### config.mk
export PLATFORM = sky130hd
export DESIGN_NAME = pipe_hazard_ctrl_flat
export DESIGN_NICKNAME = d
export VERILOG_FILES = /design/src/rtl/pipe_hazard_ctrl_if.sv /design/src/rtl/pipe_hazard_ctrl.sv /design/src/flat_wrapper.sv
export SDC_FILE = /design/constraint.sdc
export NUM_CORES = 1
export LEC_CHECK = 0
export BUFFER_PORTS_ARGS = -buffer_cell sky130_fd_sc_hd__clkbuf_2
export CAP_MARGIN = 25
export CORE_MARGIN = 2
export CORE_UTILIZATION = 51
export DETAILED_ROUTE_END_ITERATION = 16
export GPL_TIMING_DRIVEN = 1
export PLACE_DENSITY = 0.85
export SLEW_MARGIN = 20
export SYNTH_ARGS = -nofsm -noshare
export SYNTH_HDL_FRONTEND = slang
export SYNTH_SLANG_ARGS = --single-unit
### constraint.sdc
create_clock -name clk -period 5.86 [get_ports clk]
set_input_delay 0 -clock clk [delete_from_list [all_inputs] [get_ports clk]]
set_output_delay 0 -clock clk [all_outputs]
set_load 0.05 [all_outputs]
### src/rtl/pipe_hazard_ctrl_if.sv
// Hazard-control bundle between the pipeline datapath (master) and the
// hazard controller (slave): hazard sources in, stage enables/bubbles out.
interface pipe_hazard_ctrl_if #(
  parameter int CNT_W = 16
);
  logic [4:0]       id_rs1;
  logic [4:0]       id_rs2;
  logic             id_use_rs1;
  logic             id_use_rs2;
  logic             ex_memread;
  logic [4:0]       ex_rd;
  logic             ex_is_mult;
  logic             mem_redirect;

  logic             en_pc;
  logic             en_if_id;
  logic             en_id_ex;
  logic             en_ex_mem;
  logic             en_mem_wb;
  logic             bub_if_id;
  logic             bub_id_ex;
  logic             bub_ex_mem;
  logic             mult_busy;
  logic [CNT_W-1:0] stall_cnt;

  modport master (
    output id_rs1, id_rs2, id_use_rs1, id_use_rs2,
           ex_memread, ex_rd, ex_is_mult, mem_redirect,
    input  en_pc, en_if_id, en_id_ex, en_ex_mem, en_mem_wb,
           bub_if_id, bub_id_ex, bub_ex_mem, mult_busy, stall_cnt
  );

  modport slave (
    input  id_rs1, id_rs2, id_use_rs1, id_use_rs2,
           ex_memread, ex_rd, ex_is_mult, mem_redirect,
    output en_pc, en_if_id, en_id_ex, en_ex_mem, en_mem_wb,
           bub_if_id, bub_id_ex, bub_ex_mem, mult_busy, stall_cnt
  );
endinterface

### src/rtl/pipe_hazard_ctrl.sv
// Five-stage pipeline hazard controller: branch redirect flush, multi-cycle
// multiply stall and load-use stall, plus a saturating stall-cycle counter.
module pipe_hazard_ctrl #(
  parameter int MULT_LAT = 2,
  parameter int CNT_W    = 16
) (
  input  logic              clk,
  input  logic              rst,
  pipe_hazard_ctrl_if.slave pipe
);

  typedef enum logic {RUN, MUL} state_e;

  localparam bit         MULT_EN  = (MULT_LAT >= 2);
  localparam logic [3:0] MUL_INIT = MULT_EN ? 4'(MULT_LAT - 2) : 4'd0;

  state_e           state_q, state_d;
  logic [3:0]       cnt_q, cnt_d;
  logic [CNT_W-1:0] stall_cnt_q, stall_cnt_d;
  logic             load_use;

  assign load_use = pipe.ex_memread && (pipe.ex_rd != 5'd0) &&
                    ((pipe.id_use_rs1 && (pipe.id_rs1 == pipe.ex_rd)) ||
                     (pipe.id_use_rs2 && (pipe.id_rs2 == pipe.ex_rd)));

  always_comb begin
    state_d         = state_q;
    cnt_d           = cnt_q;
    pipe.en_pc      = 1'b1;
    pipe.en_if_id   = 1'b1;
    pipe.en_id_ex   = 1'b1;
    pipe.en_ex_mem  = 1'b1;
    pipe.en_mem_wb  = 1'b1;
    pipe.bub_if_id  = 1'b0;
    pipe.bub_id_ex  = 1'b0;
    pipe.bub_ex_mem = 1'b0;
    pipe.mult_busy  = 1'b0;

    if (rst) begin
      pipe.en_pc     = 1'b0;
      pipe.en_if_id  = 1'b0;
      pipe.en_id_ex  = 1'b0;
      pipe.en_ex_mem = 1'b0;
      pipe.en_mem_wb = 1'b0;
    end else if (pipe.mem_redirect) begin
      // Flush overrides everything, including an in-flight multiply.
      pipe.bub_if_id  = 1'b1;
      pipe.bub_id_ex  = 1'b1;
      pipe.bub_ex_mem = 1'b1;
      state_d         = RUN;
      cnt_d           = '0;
    end else if ((state_q == MUL && cnt_q != 4'd0) ||
                 (state_q == RUN && MULT_EN && pipe.ex_is_mult)) begin
      pipe.en_pc      = 1'b0;
      pipe.en_if_id   = 1'b0;
      pipe.en_id_ex   = 1'b0;
      pipe.bub_ex_mem = 1'b1;
      pipe.mult_busy  = 1'b1;
      state_d         = MUL;
      cnt_d           = (state_q == RUN) ? MUL_INIT : cnt_q - 4'd1;
    end else if (state_q == MUL) begin
      state_d = RUN;
    end else if (load_use) begin
      pipe.en_pc     = 1'b0;
      pipe.en_if_id  = 1'b0;
      pipe.bub_id_ex = 1'b1;
    end
  end

  always_comb begin
    stall_cnt_d = stall_cnt_q;
    if (!pipe.en_pc && (stall_cnt_q != '1)) begin
      stall_cnt_d = stall_cnt_q + 1'b1;
    end
  end

  always_ff @(posedge clk) begin
    if (rst) begin
      state_q     <= RUN;
      cnt_q       <= '0;
      stall_cnt_q <= '0;
    end else begin
      state_q     <= state_d;
      cnt_q       <= cnt_d;
      stall_cnt_q <= stall_cnt_d;
    end
  end

  assign pipe.stall_cnt = stall_cnt_q;

endmodule
### src/flat_wrapper.sv
// flat-port wrapper written by rule: the top's interface ports become plain ports
module pipe_hazard_ctrl_flat 
#(
  parameter int MULT_LAT = 2,
  parameter int CNT_W    = 16
)
  (clk, rst, pipe_id_rs1, pipe_id_rs2, pipe_id_use_rs1, pipe_id_use_rs2, pipe_ex_memread, pipe_ex_rd, pipe_ex_is_mult, pipe_mem_redirect, pipe_en_pc, pipe_en_if_id, pipe_en_id_ex, pipe_en_ex_mem, pipe_en_mem_wb, pipe_bub_if_id, pipe_bub_id_ex, pipe_bub_ex_mem, pipe_mult_busy, pipe_stall_cnt);
  pipe_hazard_ctrl_if #(.CNT_W(CNT_W)) pipe_i ();
  input  logic clk;
  input  logic rst;
  input wire logic [$bits(pipe_i.id_rs1)-1:0] pipe_id_rs1;
  input wire logic [$bits(pipe_i.id_rs2)-1:0] pipe_id_rs2;
  input wire logic [$bits(pipe_i.id_use_rs1)-1:0] pipe_id_use_rs1;
  input wire logic [$bits(pipe_i.id_use_rs2)-1:0] pipe_id_use_rs2;
  input wire logic [$bits(pipe_i.ex_memread)-1:0] pipe_ex_memread;
  input wire logic [$bits(pipe_i.ex_rd)-1:0] pipe_ex_rd;
  input wire logic [$bits(pipe_i.ex_is_mult)-1:0] pipe_ex_is_mult;
  input wire logic [$bits(pipe_i.mem_redirect)-1:0] pipe_mem_redirect;
  output wire logic [$bits(pipe_i.en_pc)-1:0] pipe_en_pc;
  output wire logic [$bits(pipe_i.en_if_id)-1:0] pipe_en_if_id;
  output wire logic [$bits(pipe_i.en_id_ex)-1:0] pipe_en_id_ex;
  output wire logic [$bits(pipe_i.en_ex_mem)-1:0] pipe_en_ex_mem;
  output wire logic [$bits(pipe_i.en_mem_wb)-1:0] pipe_en_mem_wb;
  output wire logic [$bits(pipe_i.bub_if_id)-1:0] pipe_bub_if_id;
  output wire logic [$bits(pipe_i.bub_id_ex)-1:0] pipe_bub_id_ex;
  output wire logic [$bits(pipe_i.bub_ex_mem)-1:0] pipe_bub_ex_mem;
  output wire logic [$bits(pipe_i.mult_busy)-1:0] pipe_mult_busy;
  output wire logic [$bits(pipe_i.stall_cnt)-1:0] pipe_stall_cnt;
  assign pipe_i.id_rs1 = pipe_id_rs1;
  assign pipe_i.id_rs2 = pipe_id_rs2;
  assign pipe_i.id_use_rs1 = pipe_id_use_rs1;
  assign pipe_i.id_use_rs2 = pipe_id_use_rs2;
  assign pipe_i.ex_memread = pipe_ex_memread;
  assign pipe_i.ex_rd = pipe_ex_rd;
  assign pipe_i.ex_is_mult = pipe_ex_is_mult;
  assign pipe_i.mem_redirect = pipe_mem_redirect;
  assign pipe_en_pc = pipe_i.en_pc;
  assign pipe_en_if_id = pipe_i.en_if_id;
  assign pipe_en_id_ex = pipe_i.en_id_ex;
  assign pipe_en_ex_mem = pipe_i.en_ex_mem;
  assign pipe_en_mem_wb = pipe_i.en_mem_wb;
  assign pipe_bub_if_id = pipe_i.bub_if_id;
  assign pipe_bub_id_ex = pipe_i.bub_id_ex;
  assign pipe_bub_ex_mem = pipe_i.bub_ex_mem;
  assign pipe_mult_busy = pipe_i.mult_busy;
  assign pipe_stall_cnt = pipe_i.stall_cnt;
  pipe_hazard_ctrl #(.MULT_LAT(MULT_LAT), .CNT_W(CNT_W)) u_core (.clk(clk), .rst(rst), .pipe(pipe_i));
endmodule
==> results of run 1 <==
-- power breakdown --
| group | internal, mW | total [mW] | switching, mW |
|---|---|---|---|
| sequential | 0.145 | 0.148 | 0.00287 |
| clock | 0.0267 | 0.0716 | 0.0450 |
| combinational | 0.0211 | 0.0628 | 0.0416 |
-- area by class of cell --
type	count	area, sq um	area share [%]
multi-input cells	115	727	49.3
flip-flops and latches	21	420	28.5
repair buffers	47	240	16.3
well taps	28	35.0	2.37
clock buffers	4	26.3	1.78
inverters	7	26.3	1.78
-- worst max-delay path, stage by stage (launching register included) --
cell,delay (ns)
dfxtp_1,0.41
ha_1,0.19
nand2_1,0.07
nor2_1,0.30
nand4_1,0.14
nor2_1,0.68
nor3_1,0.16
nor2b_1,0.19
mux2_4,0.29
-- state kept, by name, summed over array words and instances, names as in the netlist --
name	cells
u_core.state_q	1
u_core.cnt_q	4
u_core.pipe.stall_cnt	16
-- cell usage in the layout (no fill, tap or decap), types with 3 or more instances in the layout --
cell type / count
a21oi_1: 5
xnor2_1: 26
nor2_1: 27
nor3_1: 10
nand3_1: 5
ha_1: 3
clkbuf_2: 46
inv_1: 7
dfxtp_1: 21
nor4_1: 5
nand2_1: 13
nand4_1: 5
clkbuf_4: 3
-- worst max path at each step --
stage                                                       end  depth (start not counted)
after floorplan           u_core.pipe.stall_cnt[0]$_SDFFE_PP0P_                          9
after CTS                 u_core.pipe.stall_cnt[9]$_SDFFE_PP0P_                          8
after global placement    u_core.pipe.stall_cnt[9]$_SDFFE_PP0P_                          8
final                     u_core.pipe.stall_cnt[9]$_SDFFE_PP0P_                          8
after detailed placement  u_core.pipe.stall_cnt[9]$_SDFFE_PP0P_                          8
after global routing      u_core.pipe.stall_cnt[9]$_SDFFE_PP0P_                          8
-- metrics by stage --
stage,cell area (sq um),utilization (%),power [mW],hold slack (ns)
after floorplan,1200,-,0.197,0.0768
after global placement,1440,64.4,0.212,0.278
after detailed placement,1440,64.4,0.214,0.292
after CTS,1480,66.1,0.285,0.00339
after global routing,1480,66.1,0.295,0.0176
final,1480,66.1,0.283,0.00526
-- metal layers --
layer	up-vias	part of all wire [%]	global-route usage, %
li1	587	-	-
met1	529	45	23.9
met2	35	48	35.6
met3	9	4.8	5.14
met4	0	2.5	9.40
met5	-	0	0
-- cells by family (layout without fill, tap and decap cells) --
kind of cell	Yosys count	count (layout)	share of synthesized area [%]
AND/OR/NAND/NOR	75	75	30.0
XOR/XNOR	26	26	18.9
AO/OA/AOI/OAI	10	10	7.06
multiplexers	1	1	1.25
flip-flops	21	21	34.9
buffers and inverters	13	58	4.78
adder cells (fa/ha/maj)	3	3	3.12
-- repair_timing --
action                     4_1_cts  5_1_grt
hold endpoints to repair         3        0
gates resized for setup          0        0
hold buffers                     1        0
setup endpoints to repair        0        0
-- cells in the mapped netlist --
library cell	number	area, sq um
nor4_1	5	31.3
nor4b_1	1	8.76
ha_1	3	37.5
nand2_1	13	48.8
dfxtp_1	21	420
inv_1	7	26.3
nor2_1	27	101
o22ai_1	1	6.26
mux2_4	1	15.0
nor3_1	10	50.1
and2_1	1	6.26
xnor2_1	26	228
a31oi_4	1	21.3
nor3b_1	2	15.0
a21oi_1	5	25.0
nand2b_1	1	6.26
o21ai_2	1	8.76
nor2b_1	2	12.5
nand4_1	5	31.3
or4_1	1	7.51
buf_2	1	5.00
o21ai_0	1	5.00
clkbuf_1	3	11.3
buf_4	2	15.0
nand3_1	5	25.0
a21boi_4	1	18.8
or3b_4	1	11.3
or2_1	1	6.26
==> impl_metrics.ini, run 1 <==
[worst_hold_path]
hp-class = input port to flop
min_to = u_core.cnt_q[2]$_SDFFE_PP0N_
hold_depth = 4
hp-start = pipe_ex_is_mult

[place]
portBuffers = 46
dp_worst_setup_slack_ns = 3.42
gp_congestion = 0.828
hpwl_um = 2010
dp_cells = 217

[setup_path]
ff2ff_path_depth = 8
cp_data_required_time_ns = 6.07
startpoint_type = flop
critPathCaptureType = flop
worstSetupPathType = flop to flop
cp_data_arrival_time_ns = 2.74
cp_max_fo = 15
regToRegSetupSlack_ns = 3.33
r2r_start = u_core.pipe.stall_cnt[0]$_SDFFE_PP0P_
crit_start = u_core.pipe.stall_cnt[0]$_SDFFE_PP0P_
reg2reg_to = u_core.pipe.stall_cnt[9]$_SDFFE_PP0P_

[floorplan]
die_w_um = 52.6
initial_core_util_pct = 53.9
dieArea_sq_mm = 0.00277
die_y_um = 52.6
fp.coreArea_sq_mm = 0.00223
rows = 17
io_pins = 47

[timing]
slew_viol_final = 0
setup_viol = 0
skew_ns = 0.00406
fmax_mhz = 395
min_period_over_period_pct = 43.2
period_minus_slack_ns = 2.53
fin_ws_ns = 3.33
hold_viol_final = 0
slew_headroom_pct = 41.6
tightest_slew_ns = 0.873
rsz0062_at_grt = false
fin_tns_setup_ns = 0

[global_routing]
overflow = 0
antenna_found_initial = 0
globalRouteTotalUtil_pct = 20.7
grt_pass1_wl_um = 4250
grt_max_degree = 23
grt_pass1_vias = 1041

[power_and_ir_drop]
leakage_nw = 0.598
power_density_mw_per_mm2 = 192
irDropWorstVdd_uv = 140

[yosys]
synthCells = 149
ys_seq_area_share_pct = 34.9
yosysWarnings = 0
syn_nets = 174
postSynthAreaPerCell_sq_um = 8.09
ys_types = 28
synth_seq_cells = 21
mappedNetlistArea_sq_mm = 0.00120

[final_layout]
layout.nets = 220
drive_gt1_share_pct = 27.8
fillers = 204
syn2layout_area_growth_pct = 22.4
insertedDiodeCount = 0
instances_no_fill = 222

[cts]
clockRootBuffer = clkbuf_4
cts.sink_count = 21
cts_tree = done
cts_setup_buffers = 0
clockBufferDepth = 2
path_clk_slew_ns = 0.12
ctsHtreeMaxLevel = 1
clock_latency_ns = 0.31
cts_made_buffers = 3

[route]
first_iter_violations = 22
via_per_inst = 5.23
vias = 1160
routed_wl_um = 2600
drc = 0
drt.antenna.violating_nets = 0
first_pass_iters = 4
wl_per_cell_um = 11.7

[job]
maxCapViolCount = 0

[status]
status = completed
No activity file was read; power rests on OpenSTA's default activity.
==> run 2: changes to the inputs <==
--- a/config.mk
+++ b/config.mk
@@ -8,10 +8,10 @@
 export BUFFER_PORTS_ARGS = -buffer_cell sky130_fd_sc_hd__clkbuf_2
 export CAP_MARGIN = 25
 export CORE_MARGIN = 2
-export CORE_UTILIZATION = 51
+export CORE_UTILIZATION = 48
 export DETAILED_ROUTE_END_ITERATION = 16
 export GPL_TIMING_DRIVEN = 1
-export PLACE_DENSITY = 0.85
+export PLACE_DENSITY = 0.81
 export SLEW_MARGIN = 20
 export SYNTH_ARGS = -nofsm -noshare
 export SYNTH_HDL_FRONTEND = slang
==> constraint.sdc (replaced) <==
create_clock -name clk -period 2.5 [get_ports clk]
set_input_delay 0 -clock clk [delete_from_list [all_inputs] [get_ports clk]]
set_output_delay 0 -clock clk [all_outputs]
set_load 0.05 [all_outputs]
==> run 2 against run 1 <==
Effect of this change:
- clock power is 130% higher
- non-clock buffer count grew 2
- via count increased by 3.7%
- die area increased by 5.8%
- hold slack improved by 0.029 ns
- largest power group unchanged
- sequential share of layout area is 0.36 points lower
- design area grew 1.3%
- total power rose by 130%
- flip-flop and latch count stayed put
- clock-buffer cell count down 1
- sequential power grew 140%
==> impl_metrics.ini, run 2 (synthesized netlist as in run 1, its figures left out) <==
[route]
first_pass_iters = 4
vias = 1203
drt.antenna.violating_nets = 0
via_per_inst = 5.32
wl_per_cell_um = 12.4
drc = 0
routed_wl_um = 2800
first_iter_violations = 23

[setup_path]
crit_start = u_core.cnt_q[0]$_SDFFE_PP0N_
cp_slowest_cell = or3b_4
r2r_start = u_core.cnt_q[0]$_SDFFE_PP0N_
critical_path_buf_inv_count = 3
cp_data_required_time_ns = 2.50
slowest_delay_ns = 0.39
path_cells = inv_1 > ha_1 > or3b_4 > a21boi_4 > o21ai_2 > a31oi_4 > buf_4 > clkbuf_2
startpoint_type = flop
cp_data_arrival_time_ns = 2.30
ff2ff_path_depth = 10
worstSetupPathType = flop to output port
critical-path-top-delay-family = buffers and inverters
critPathCaptureType = output port
cp_max_fo = 15
cp.depth = 8

[floorplan]
fp.coreArea_sq_mm = 0.00243
dieArea_sq_mm = 0.00293
die_y_um = 54.1
initial_core_util_pct = 49.5
rows = 18
io_pins = 47
die_w_um = 54.1

[timing]
fin_tns_setup_ns = 0
slew_headroom_pct = 70.5
tightest_slew_ns = 0.441
period_minus_slack_ns = 2.30
setup_viol = 0
skew_ns = 0.0180
slew_viol_final = 0
hold_viol_final = 0
rsz0062_at_grt = false
min_period_over_period_pct = 91.9
fmax_mhz = 435

[power_and_ir_drop]
total_power_mw = 0.663
irDropWorstVdd_uv = 395
comb_power_share_pct = 22.6
clkPwrFrac_pct = 24.9
switchingPower_mw = 0.211
switching_share_pct = 31.9
leakage_nw = 0.612
p_seq_share_pct = 52.4
internal_power_mw = 0.452
power_density_mw_per_mm2 = 444

[cts]
cts.sink_count = 21
clockRootBuffer = clkbuf_4
cts_setup_buffers = 0
clock_latency_ns = 0.32
cts_tree = done
clockBufferDepth = 2
ctsHtreeMaxLevel = 1
cts_made_buffers = 3
path_clk_slew_ns = 0.10

[final_layout]
layout.nets = 222
seqCellArea_sq_um = 420
insertedDiodeCount = 0
final_cell_mix = 46 x clkbuf_2, 27 x nor2_1, 26 x xnor2_1
syn2layout_area_growth_pct = 24.0
multi_input_area_sq_um = 727
final_area_sq_mm = 0.00149
fillers = 220
drive_gt1_share_pct = 29.1
layout_commonest_cell = clkbuf_2
largest_reg_flops = 16

[place]
placed_area_sq_mm = 0.00146
gp_congestion = 0.822
portBuffers = 46
hpwl_um = 2200

[status]
status = completed

[worst_hold_path]
hp-class = input port to flop
hp-start = pipe_ex_is_mult
hold_depth = 4

[global_routing]
grt_pass1_vias = 1131
globalRouteTotalUtil_pct = 21.5
overflow = 0
grt_max_degree = 23
antenna_found_initial = 0
grt_pass1_wl_um = 4540

[job]
maxCapViolCount = 0
## run 2: worst paths after layout
kind / endpoint / slack (ns)
worst max-delay path: pipe_en_pc / 0.20
worst min-delay path: u_core.cnt_q[2]$_SDFFE_PP0N_ / 0.03
worst max register to register: u_core.pipe.stall_cnt[4]$_SDFFE_PP0P_ / 0.33
worst min register to register: u_core.pipe.stall_cnt[1]$_SDFFE_PP0P_ / 0.53
## run 2: layer usage
metal | share of wire [%] | track usage, %
met5 | 0 | 0
met4 | 2.2 | 11.7
met1 | 40 | 20.1
met2 | 53 | 41.7
met3 | 5.1 | 5.56
## run 2: power by group through the flow
stage	combinational (mW)	sequential [mW]	clock, mW
final	0.150	0.348	0.165
after global routing	0.161	0.349	0.182
after CTS	0.151	0.348	0.169
after detailed placement	0.150	0.355	0
after global placement	0.146	0.355	0
after floorplan	0.0908	0.370	0
## run 2: through the flow
| step | worst slack [ns] | hold slack (ns) | utilization (%) | cells |
|---|---|---|---|---|
| final | 0.203 | 0.0342 | 61.4 | 226 |
| after global routing | 0.0576 | 0.0510 | 61.4 | 226 |
| after CTS | 0.193 | 0.0314 | 61.4 | 226 |
| after detailed placement | 0.335 | 0.291 | 59.9 | 221 |
| after global placement | 0.402 | 0.280 | 59.9 | 221 |
| after floorplan | 0.175 | 0.0768 | - | 149 |
## run 2: final cells by class
class / instances / share of cell area, %
clock buffer: 3 / 1.51
clock inverter: 1 / 0.335
inverter: 7 / 1.76
multi-input combinational: 115 / 48.7
sequential: 21 / 28.1
tap: 30 / 2.51
timing repair buffer: 49 / 17.1
## run 2: repair_timing
item | 4_1_cts | 5_1_grt
hold buffers | 1 | 0
resized for setup | 0 | 0
hold endpoints to repair | 3 | 0
## run 2: worst min-delay path, delay by kind of cell
kind                   cells  cell delay, ns
and+or+nand+nor            3            0.22
buffers and inverters      1            0.08
